--- src/rtl/dbx_decompressor.sv ---
// DBX symbol decoder: turns a left-aligned bit window into delta bit-planes,
// one symbol per handshake, expanding ZRLE zero runs and XOR-rebuilding planes.
module dbx_decompressor #(
  parameter int DATA_W       = 8,
  parameter int BLOCK_SIZE   = 8,
  parameter int MAX_SYMB_LEN = 8,
  parameter int ZRL_W        = 4
) (
  input  logic                              clk_i,
  input  logic                              rst_i,
  input  logic [MAX_SYMB_LEN-1:0]           in_data_i,
  input  logic                              in_valid_i,
  output logic                              in_ready_o,
  output logic [$clog2(MAX_SYMB_LEN+1)-1:0] in_len_o,
  output logic [BLOCK_SIZE-2:0]             dbp_o,
  output logic [$clog2(DATA_W+1)-1:0]       dbp_idx_o,
  output logic                              dbp_last_o,
  output logic                              dbp_valid_o,
  input  logic                              dbp_ready_i,
  output logic                              err_o
);
  localparam int N     = BLOCK_SIZE - 1;
  localparam int LOG2N = $clog2(N);
  localparam int LEN_W = $clog2(MAX_SYMB_LEN + 1);
  localparam int IDX_W = $clog2(DATA_W + 1);
  localparam int RUN_W = ZRL_W + 1;
  localparam int M     = MAX_SYMB_LEN;

  typedef enum logic {DECODE, RUN} state_t;

  state_t             state_q;
  logic [IDX_W-1:0]   cnt_q;
  logic [N-1:0]       prev_q;
  logic [RUN_W-1:0]   run_q;
  logic [N-1:0]       dbp_q;
  logic [IDX_W-1:0]   idx_q;
  logic               last_q, vld_q, err_q;

  logic [N-1:0]       dec_plane, emit_plane;
  logic               is_run, ovf, free, acc, emit;
  logic [RUN_W-1:0]   run_len, run_rem;
  logic [LOG2N-1:0]   pos;
  logic [N-1:0]       one_mask, two_mask;

  assign pos      = in_data_i[M-6 -: LOG2N];
  // Out-of-range positions shift the mask off the low end rather than wrapping.
  assign one_mask = {1'b1, {(N-1){1'b0}}} >> pos;
  assign two_mask = {2'b11, {(N-2){1'b0}}} >> pos;
  assign run_len  = RUN_W'(in_data_i[M-4 -: ZRL_W]) + RUN_W'(2);

  always_comb begin
    dec_plane = prev_q;
    in_len_o  = '0;
    is_run    = 1'b0;
    if (in_data_i[M-1]) begin
      dec_plane = prev_q ^ in_data_i[M-2 -: N];
      in_len_o  = LEN_W'(N + 1);
    end else if (in_data_i[M-2]) begin
      in_len_o  = LEN_W'(2);
    end else if (in_data_i[M-3]) begin
      is_run    = 1'b1;
      in_len_o  = LEN_W'(3 + ZRL_W);
    end else begin
      case (in_data_i[M-4 -: 2])
        2'b00: begin dec_plane = ~prev_q;            in_len_o = LEN_W'(5);         end
        2'b01: begin dec_plane = '0;                 in_len_o = LEN_W'(5);         end
        2'b10: begin dec_plane = prev_q ^ two_mask;  in_len_o = LEN_W'(5 + LOG2N); end
        default: begin dec_plane = prev_q ^ one_mask; in_len_o = LEN_W'(5 + LOG2N); end
      endcase
    end
  end

  // A run longer than the planes left in the block is cut off at plane 0.
  assign ovf     = is_run && (int'(run_len) > int'(cnt_q) + 1);
  assign run_rem = ovf ? RUN_W'(cnt_q) : run_len - RUN_W'(1);

  assign free       = !vld_q || dbp_ready_i;
  assign in_ready_o = !rst_i && (state_q == DECODE) && free;
  assign acc        = in_valid_i && in_ready_o;
  assign emit       = (state_q == RUN) ? free : acc;
  assign emit_plane = (state_q == RUN) ? prev_q : dec_plane;

  always_ff @(posedge clk_i) begin
    if (rst_i) begin
      state_q <= DECODE;
      cnt_q   <= IDX_W'(DATA_W);
      prev_q  <= '0;
      run_q   <= '0;
      dbp_q   <= '0;
      idx_q   <= IDX_W'(DATA_W);
      last_q  <= 1'b0;
      vld_q   <= 1'b0;
      err_q   <= 1'b0;
    end else begin
      if (emit) begin
        vld_q  <= 1'b1;
        dbp_q  <= emit_plane;
        idx_q  <= cnt_q;
        last_q <= (cnt_q == '0);
        // Slot can only free after the last plane transfers, so wrapping now is safe.
        if (cnt_q == '0) begin
          cnt_q  <= IDX_W'(DATA_W);
          prev_q <= '0;
        end else begin
          cnt_q  <= cnt_q - IDX_W'(1);
          prev_q <= emit_plane;
        end
      end else if (dbp_ready_i) begin
        vld_q <= 1'b0;
      end

      case (state_q)
        DECODE: if (acc && is_run) begin
          if (ovf) err_q <= 1'b1;
          if (run_rem != '0) begin
            run_q   <= run_rem;
            state_q <= RUN;
          end
        end
        default: if (free) begin
          run_q <= run_q - RUN_W'(1);
          if (run_q == RUN_W'(1)) state_q <= DECODE;
        end
      endcase
    end
  end

  assign dbp_o       = dbp_q;
  assign dbp_idx_o   = idx_q;
  assign dbp_last_o  = last_q;
  assign dbp_valid_o = vld_q;
  assign err_o       = err_q;
endmodule

--- config.mk ---
export PLATFORM = sky130hd
export DESIGN_NAME = dbx_decompressor
export DESIGN_NICKNAME = d
export VERILOG_FILES = /design/src/rtl/dbx_decompressor.sv
export SDC_FILE = /design/constraint.sdc
export NUM_CORES = 1
export LEC_CHECK = 0
export ABC_AREA = 1
export CAP_MARGIN = 20
export CORE_UTILIZATION = 59
export DETAILED_ROUTE_END_ITERATION = 7
export GPL_ROUTABILITY_DRIVEN = 0
export HOLD_SLACK_MARGIN = 0.06
export PLACE_DENSITY = 0.87
export SETUP_SLACK_MARGIN = 0.5
export SYNTH_ARGS = -nofsm -noshare
export SYNTH_HDL_FRONTEND = slang
export SYNTH_SLANG_ARGS = --single-unit
--- constraint.sdc ---
create_clock -name clk_i -period 5.6 [get_ports clk_i]
set_input_delay 0.84 -clock clk_i [delete_from_list [all_inputs] [get_ports clk_i]]
set_output_delay 0.84 -clock clk_i [all_outputs]
set_load 0.01 [all_outputs]
==> results of run 1 <==
## per-layer routing
layer  GRT usage, %  share of wire, %  vias up
met5              0                 0        -
met4           11.9               2.0        0
met3           6.57               7.0       11
met2           40.4                42       89
met1           40.9                49     1015
li1               -                 -     1167
## registers in the layout (all words and copies together), names as in the netlist
name	cells
run_q	5
state_q	1
dbp_o	7
dbp_valid_o	1
cnt_q	4
dbp_idx_o	4
prev_q	7
dbp_last_o	1
err_o	1
## path summary, 6_finish.rpt
path / start / endpoint / slack (ps)
worst max-delay path: in_data_i[5] / in_len_o[3] / 2100
worst max register to register: cnt_q[1] / run_q[0] / 3060
worst min-delay path: dbp_idx_o[3] / dbp_idx_o[3] / 460
worst min register to register: dbp_idx_o[3] / dbp_idx_o[3] / 460
## cell type report
cell class                 count  area [um^2]
clock inverter                 1         5.00
fill                         280          885
sequential                    31          621
timing repair buffer          31          305
tap                           46         57.6
inverter                      42          158
multi-input combinational    253         1330
clock buffer                   6         82.6
## metrics by stage
step                      utilization (%)  area, um^2  setup slack (ps)
after floorplan                         -        2180              2900
after global placement               71.6        2460              2000
after detailed placement             71.6        2460              1890
after CTS                            74.2        2550              2130
after global routing                 74.3        2560              1870
final                                74.3        2560              2100
## cell usage in the layout (no fill, tap or decap), types with 2 or more instances in the layout
cell type / instances
nand2_2: 3
xnor2_1: 2
o21ai_0: 31
inv_1: 39
a21oi_1: 49
clkdlybuf4s50_1: 30
nor2_1: 26
dfxtp_1: 31
nand3_1: 35
ha_1: 12
or2_2: 2
xor2_1: 4
nor2_4: 2
nand2_1: 71
nor3_1: 2
nand3_2: 2
inv_2: 3
clkbuf_8: 6
## power by group through the flow
stage | logic [mW] | registers, mW | clock network (mW)
4_1_cts | 0.159 | 0.249 | 0.181
2_1_floorplan | 0.109 | 0.251 | 0
5_1_grt | 0.181 | 0.252 | 0.190
3_3_place_gp | 0.153 | 0.254 | 0
3_5_place_dp | 0.157 | 0.254 | 0
6_report | 0.160 | 0.250 | 0.177
## worst min-delay path, cell delays in order (launching register included)
cell and delay (ps):
dfxtp_1 330, nand2_1 50, nand3_1 50
## cell families after synthesis
kind of cell,synth area share [%]
and+or+nand+nor,30.2
AOI/OAI and AO/OA,21.5
buffers and inverters,10.6
DFF,28.5
adders and majority gates,6.89
xor gates and xnor gates,2.41
==> metrics.cfg, run 1 <==
[worst_setup_path]
crit_buf_inv = 3
r2r_cells = 16
crit_family = buffers and inverters
path_max_fanout = 7
cp.arrival_ps = 2660
critPathRequiredTime_ps = 4760
critPathCaptureType = primary output
path_cells = clkdlybuf4s50_1 > nor2_1 > inv_1 > o21ai_0 > clkdlybuf4s50_1
path_class = in -> out
worstSetupStartpointType = primary input
critPathMostFrequentCell = clkdlybuf4s50_1
critPathMaxStageDelay_ps = 560
cp_num_cells = 5
slowest_stage = clkdlybuf4s50_1

[clock_tree]
clk_latency_ps = 290
cts_tree = yes
cts_setup_buffers = 0
cts_resized = 0
cts_root_buf = clkbuf_8
cts_buffer_depth = 2
numCtsBuffers = 5
clk_pin_slew_ps = 60
cts_sinks = 31
htree_num_levels = 2
cts-hold-fix-buffers = 0

[floorplan]
die_w_um = 62.8
die_area_mm2 = 0.00394
start_util_pct = 63.3
core_mm2 = 0.00344
fp.dieH_um = 62.8
row_count = 21
io_pins = 31

[logic_synthesis]
yosysSeqAreaShare_pct = 28.5
ys.warnings.count = 0
ys_top_cells_by_area = dfxtp_1 28%, nand2_1 12%, a21oi_1 11%, nand3_1 8.0%, o21ai_0 7.1%
avgSynthCellArea_um2 = 6.39
yosys.area.top_type_share_pct = 28.5
syn_area_mm2 = 0.00218
yosysUniqueCellTypes = 33
synth-main-ff-cell = dfxtp_1
synthArstFlopShare_pct = 0
synth-edff-count = 0
netlist_instances = 341
synth.most_common_cell = nand2_1
ys_top_cells_by_count = 71 x nand2_1, 49 x a21oi_1, 39 x inv_1
synth_seq_cells = 31
syn-num-nets = 365
synth_area_leader_cell = dfxtp_1

[route]
firstDrtPassIters = 8
wl_per_cell_um = 12.6
postRouteAntennaNets = 0
detail_route.iter0.violations = 247
route.detailed.drc = 0
avgViaCountPerCell = 5.57
wl_mm = 5.15
dr_total_vias = 2282

[timing]
setup_violations = 0
fmax_mhz = 285
fin_crit_ps = 3500
finClkSkew_ps = 6.90
rsz0062_at_grt = no
hold_ws_ps = 464
worstMarginPinSlew_ps = 584
fin_setup_tns_ps = 0
final-max-slew-violation-count = 0
hold_viol = 0
period_share_pct = 62.6
slew_headroom_pct = 60.9

[power]
leakage_nw = 1.14
power_density_mw_per_mm2 = 229
ir_worst_vdd_uv = 205
power.share.combinational_pct = 27.3
clkPwrFrac_pct = 30.2
p_switching_mw = 0.191
total_power_mw = 0.587
switching_share_pct = 32.5
p_int_mw = 0.396
p_seq_share_pct = 42.5

[placement]
hpwlAfterDp_mm = 3.76
placed_cells = 402
io_buffers = 30

[layout]
antennaDiodeCount = 0
final_cells = 410
area_growth_syn_to_layout_pct = 17.3
nets = 388
drive_gt1_share_pct = 6.59

[min_path]
min_path_cells = 2
worstHoldPathType = reg -> reg

[global_routing]
grt_start_max_net_pins = 21
grt_overflow_total = 0
first_global_vias = 1933
antenna_found_initial = 0
grt_pass1_wl_mm = 8.83
grt_usage_pct = 28.4

[outcome]
status = complete, no violations

[run]
maxCapViolCount = 0

(Power assumes the default switching activity.)
==> run 2: changes to the inputs <==
CORE_UTILIZATION = 49   (was 59)
PLACE_DENSITY = 0.78   (was 0.87)
clock period = 2.83 ns   (was 5.6 ns; I/O delays follow)
==> metrics.cfg, run 2 (synthesis gave the netlist of run 1 again) <==
[layout]
final_area_mm2 = 0.00313  ; +22%
final_common_cell = nand2_1
nets = 423  ; +9.0%
antennaDiodeCount = 0  ; unchanged
final_cell_mix = 58 x nand2_1, 46 x a21oi_1, 35 x buf_4
area_growth_syn_to_layout_pct = 43.5
drive_gt1_share_pct = 27.8  ; +21 points

[power]
leakage_nw = 1.41  ; +24%
clkPwrFrac_pct = 25.1  ; -5.1 points
power_density_mw_per_mm2 = 415  ; +81%
p_seq_share_pct = 38.3  ; -4.2 points
p_switching_mw = 0.449  ; +140%
switching_share_pct = 34.6  ; +2.1 points
power.share.combinational_pct = 36.6  ; +9.3 points
ir_worst_vdd_uv = 375  ; +83%
total_power_mw = 1.30  ; +120%
p_int_mw = 0.850  ; +110%

[worst_setup_path]
path_cells = inv_4 > ha_4 > inv_2 > ha_4 > nand2_2 > nor2_4 > nand2_2 > nand3_4 > nand2_4 > nand2_2 > nand2_2 > buf_4 > buf_4 > nor2_1 > a21oi_1 > a21oi_1 > nor2_1
critPathCaptureType = flip-flop
crit_family = simple AND/OR/NAND/NOR gates
path_max_fanout = 6  ; -1
critPathRequiredTime_ps = 3000  ; -1760 ps
crit_buf_inv = 4  ; +1
critPathMostFrequentCell = nand2_2
cp.arrival_ps = 2590  ; -70 ps
path_class = reg -> reg
critPathMaxStageDelay_ps = 400  ; -160 ps
slowest_stage = dfxtp_4
worstSetupStartpointType = flip-flop

[timing]
slew_headroom_pct = 63.2  ; +2.2 points
hold_ws_ps = 465  ; +1.15 ps
fmax_mhz = 414
final-max-slew-violation-count = 0  ; unchanged
rsz0062_at_grt = yes
setup_violations = 0  ; unchanged
worstMarginPinSlew_ps = 552  ; -32.5 ps
fin_crit_ps = 2410
finClkSkew_ps = 8.42  ; +1.52 ps
hold_viol = 0  ; unchanged
period_share_pct = 85.3

[floorplan]
start_util_pct = 52.6  ; -11 points
die_w_um = 68.7  ; +9.4%
die_area_mm2 = 0.00472  ; +20%
io_pins = 31  ; unchanged
core_mm2 = 0.00414  ; +20%
row_count = 23  ; +9.5%
fp.dieH_um = 68.7  ; +9.4%

[route]
dr_total_vias = 2619  ; +15%
wl_per_cell_um = 15.4  ; +22%
firstDrtPassIters = 5  ; -3
detail_route.iter0.violations = 230  ; -6.9%
avgViaCountPerCell = 5.82  ; +4.6%
route.detailed.drc = 0  ; unchanged
wl_mm = 6.92  ; +34%
postRouteAntennaNets = 0  ; unchanged

[clock_tree]
cts_buffer_depth = 2  ; unchanged
clk_pin_slew_ps = 60  ; about the same
clk_latency_ps = 280  ; about the same
numCtsBuffers = 5  ; unchanged
htree_num_levels = 2  ; unchanged
cts_sinks = 31  ; unchanged
cts-hold-fix-buffers = 0  ; unchanged
cts_root_buf = clkbuf_8
cts_tree = yes

[global_routing]
grt_usage_pct = 25.7  ; -2.7 points
grt_overflow_total = 0  ; unchanged
grt_pass1_wl_mm = 9.19  ; +4.1%
grt_start_max_net_pins = 21  ; unchanged
first_global_vias = 2093  ; +8.3%
antenna_found_initial = 0  ; unchanged

[placement]
hpwlAfterDp_mm = 4.15  ; +10%
placed_cell_area_mm2 = 0.00262  ; +6.3%
io_buffers = 30  ; unchanged

[min_path]
worstHoldPathType = reg -> reg

[run]
maxCapViolCount = 0  ; unchanged

[outcome]
status = complete, no violations

run 2: changes by cell type in the layout (fill, tap and decap cells not counted), moves of 8 or more:
cell / change
nand2_1: -13
nand3_1: -9
nand2_2: +10
ha_4: +8
ha_1: -8
buf_4: +35
run 2: worst paths after layout:
kind / startpoint / to / slack, ps / cells after the start
max: cnt_q[0] / run_q[2] / 420 / 17
min: dbp_idx_o[2] / dbp_idx_o[2] / 460 / 2
max reg2reg: cnt_q[0] / run_q[2] / 420 / 17
min reg2reg: dbp_idx_o[2] / dbp_idx_o[2] / 460 / 2
run 2: repair_timing:
item                       4_1_cts  5_1_grt
setup endpoints to repair        9        9
resized for setup               23       59
cloned                           1        0
setup buffers                    3       12
pin swaps                       12       18
run 2: power by group through the flow:
stage / Combinational (mW) / Clock (mW) / Sequential, mW
after floorplan: 0.217 / 0 / 0.497
after global placement: 0.333 / 0 / 0.500
after detailed placement: 0.341 / 0 / 0.501
after CTS: 0.369 / 0.335 / 0.493
after global routing: 0.516 / 0.351 / 0.500
final: 0.475 / 0.326 / 0.497
run 2: routing by layer:
metal  vias up  GRT usage, %  share of wire, %
li1       1244             -                 -
met1      1193          36.1                41
met2       148          38.8                47
met3        34          4.11               8.3
met4         0          10.5               3.8
met5         -             0                 0
run 2: per-stage QoR:
step	worst slack (ps)	instances	setup TNS, ps	utilization, %
after detailed placement	-154	426	-735	63.2
after global placement	-64.8	426	-305	63.2
after floorplan	546	341	0	-
after global routing	334	450	0	75.5
final	417	450	0	75.5
after CTS	483	438	0	67.8
run 2: area by class of cell:
| cell class | instances | area, um^2 |
|---|---|---|
| multi-input cells | 254 | 1630 |
| fillers | 320 | 1020 |
| flip-flops and latches | 31 | 633 |
| repair buffers | 65 | 558 |
| inverters | 42 | 163 |
| clock buffers | 7 | 76.3 |
| well taps | 50 | 62.6 |
| clock inverters | 1 | 5.00 |
run 2: worst reg2reg max path, cell delays in order, from the launching register on:
cell and delay, ps:
dfxtp_4 400, inv_4 50, ha_4 260, inv_2 40, ha_4 260, nand2_2 70
nor2_4 120, nand2_2 100, nand3_4 110, nand2_4 110, nand2_2 110, nand2_2 80
buf_4 150, buf_4 120, nor2_1 80, a21oi_1 60, a21oi_1 120, nor2_1 50
==> run 3: changes to the inputs <==
SLEW_MARGIN = 30   (was default)
==> results of run 3 <==
Same layout as run 2: the final DEF is identical, and so are final timing and power.
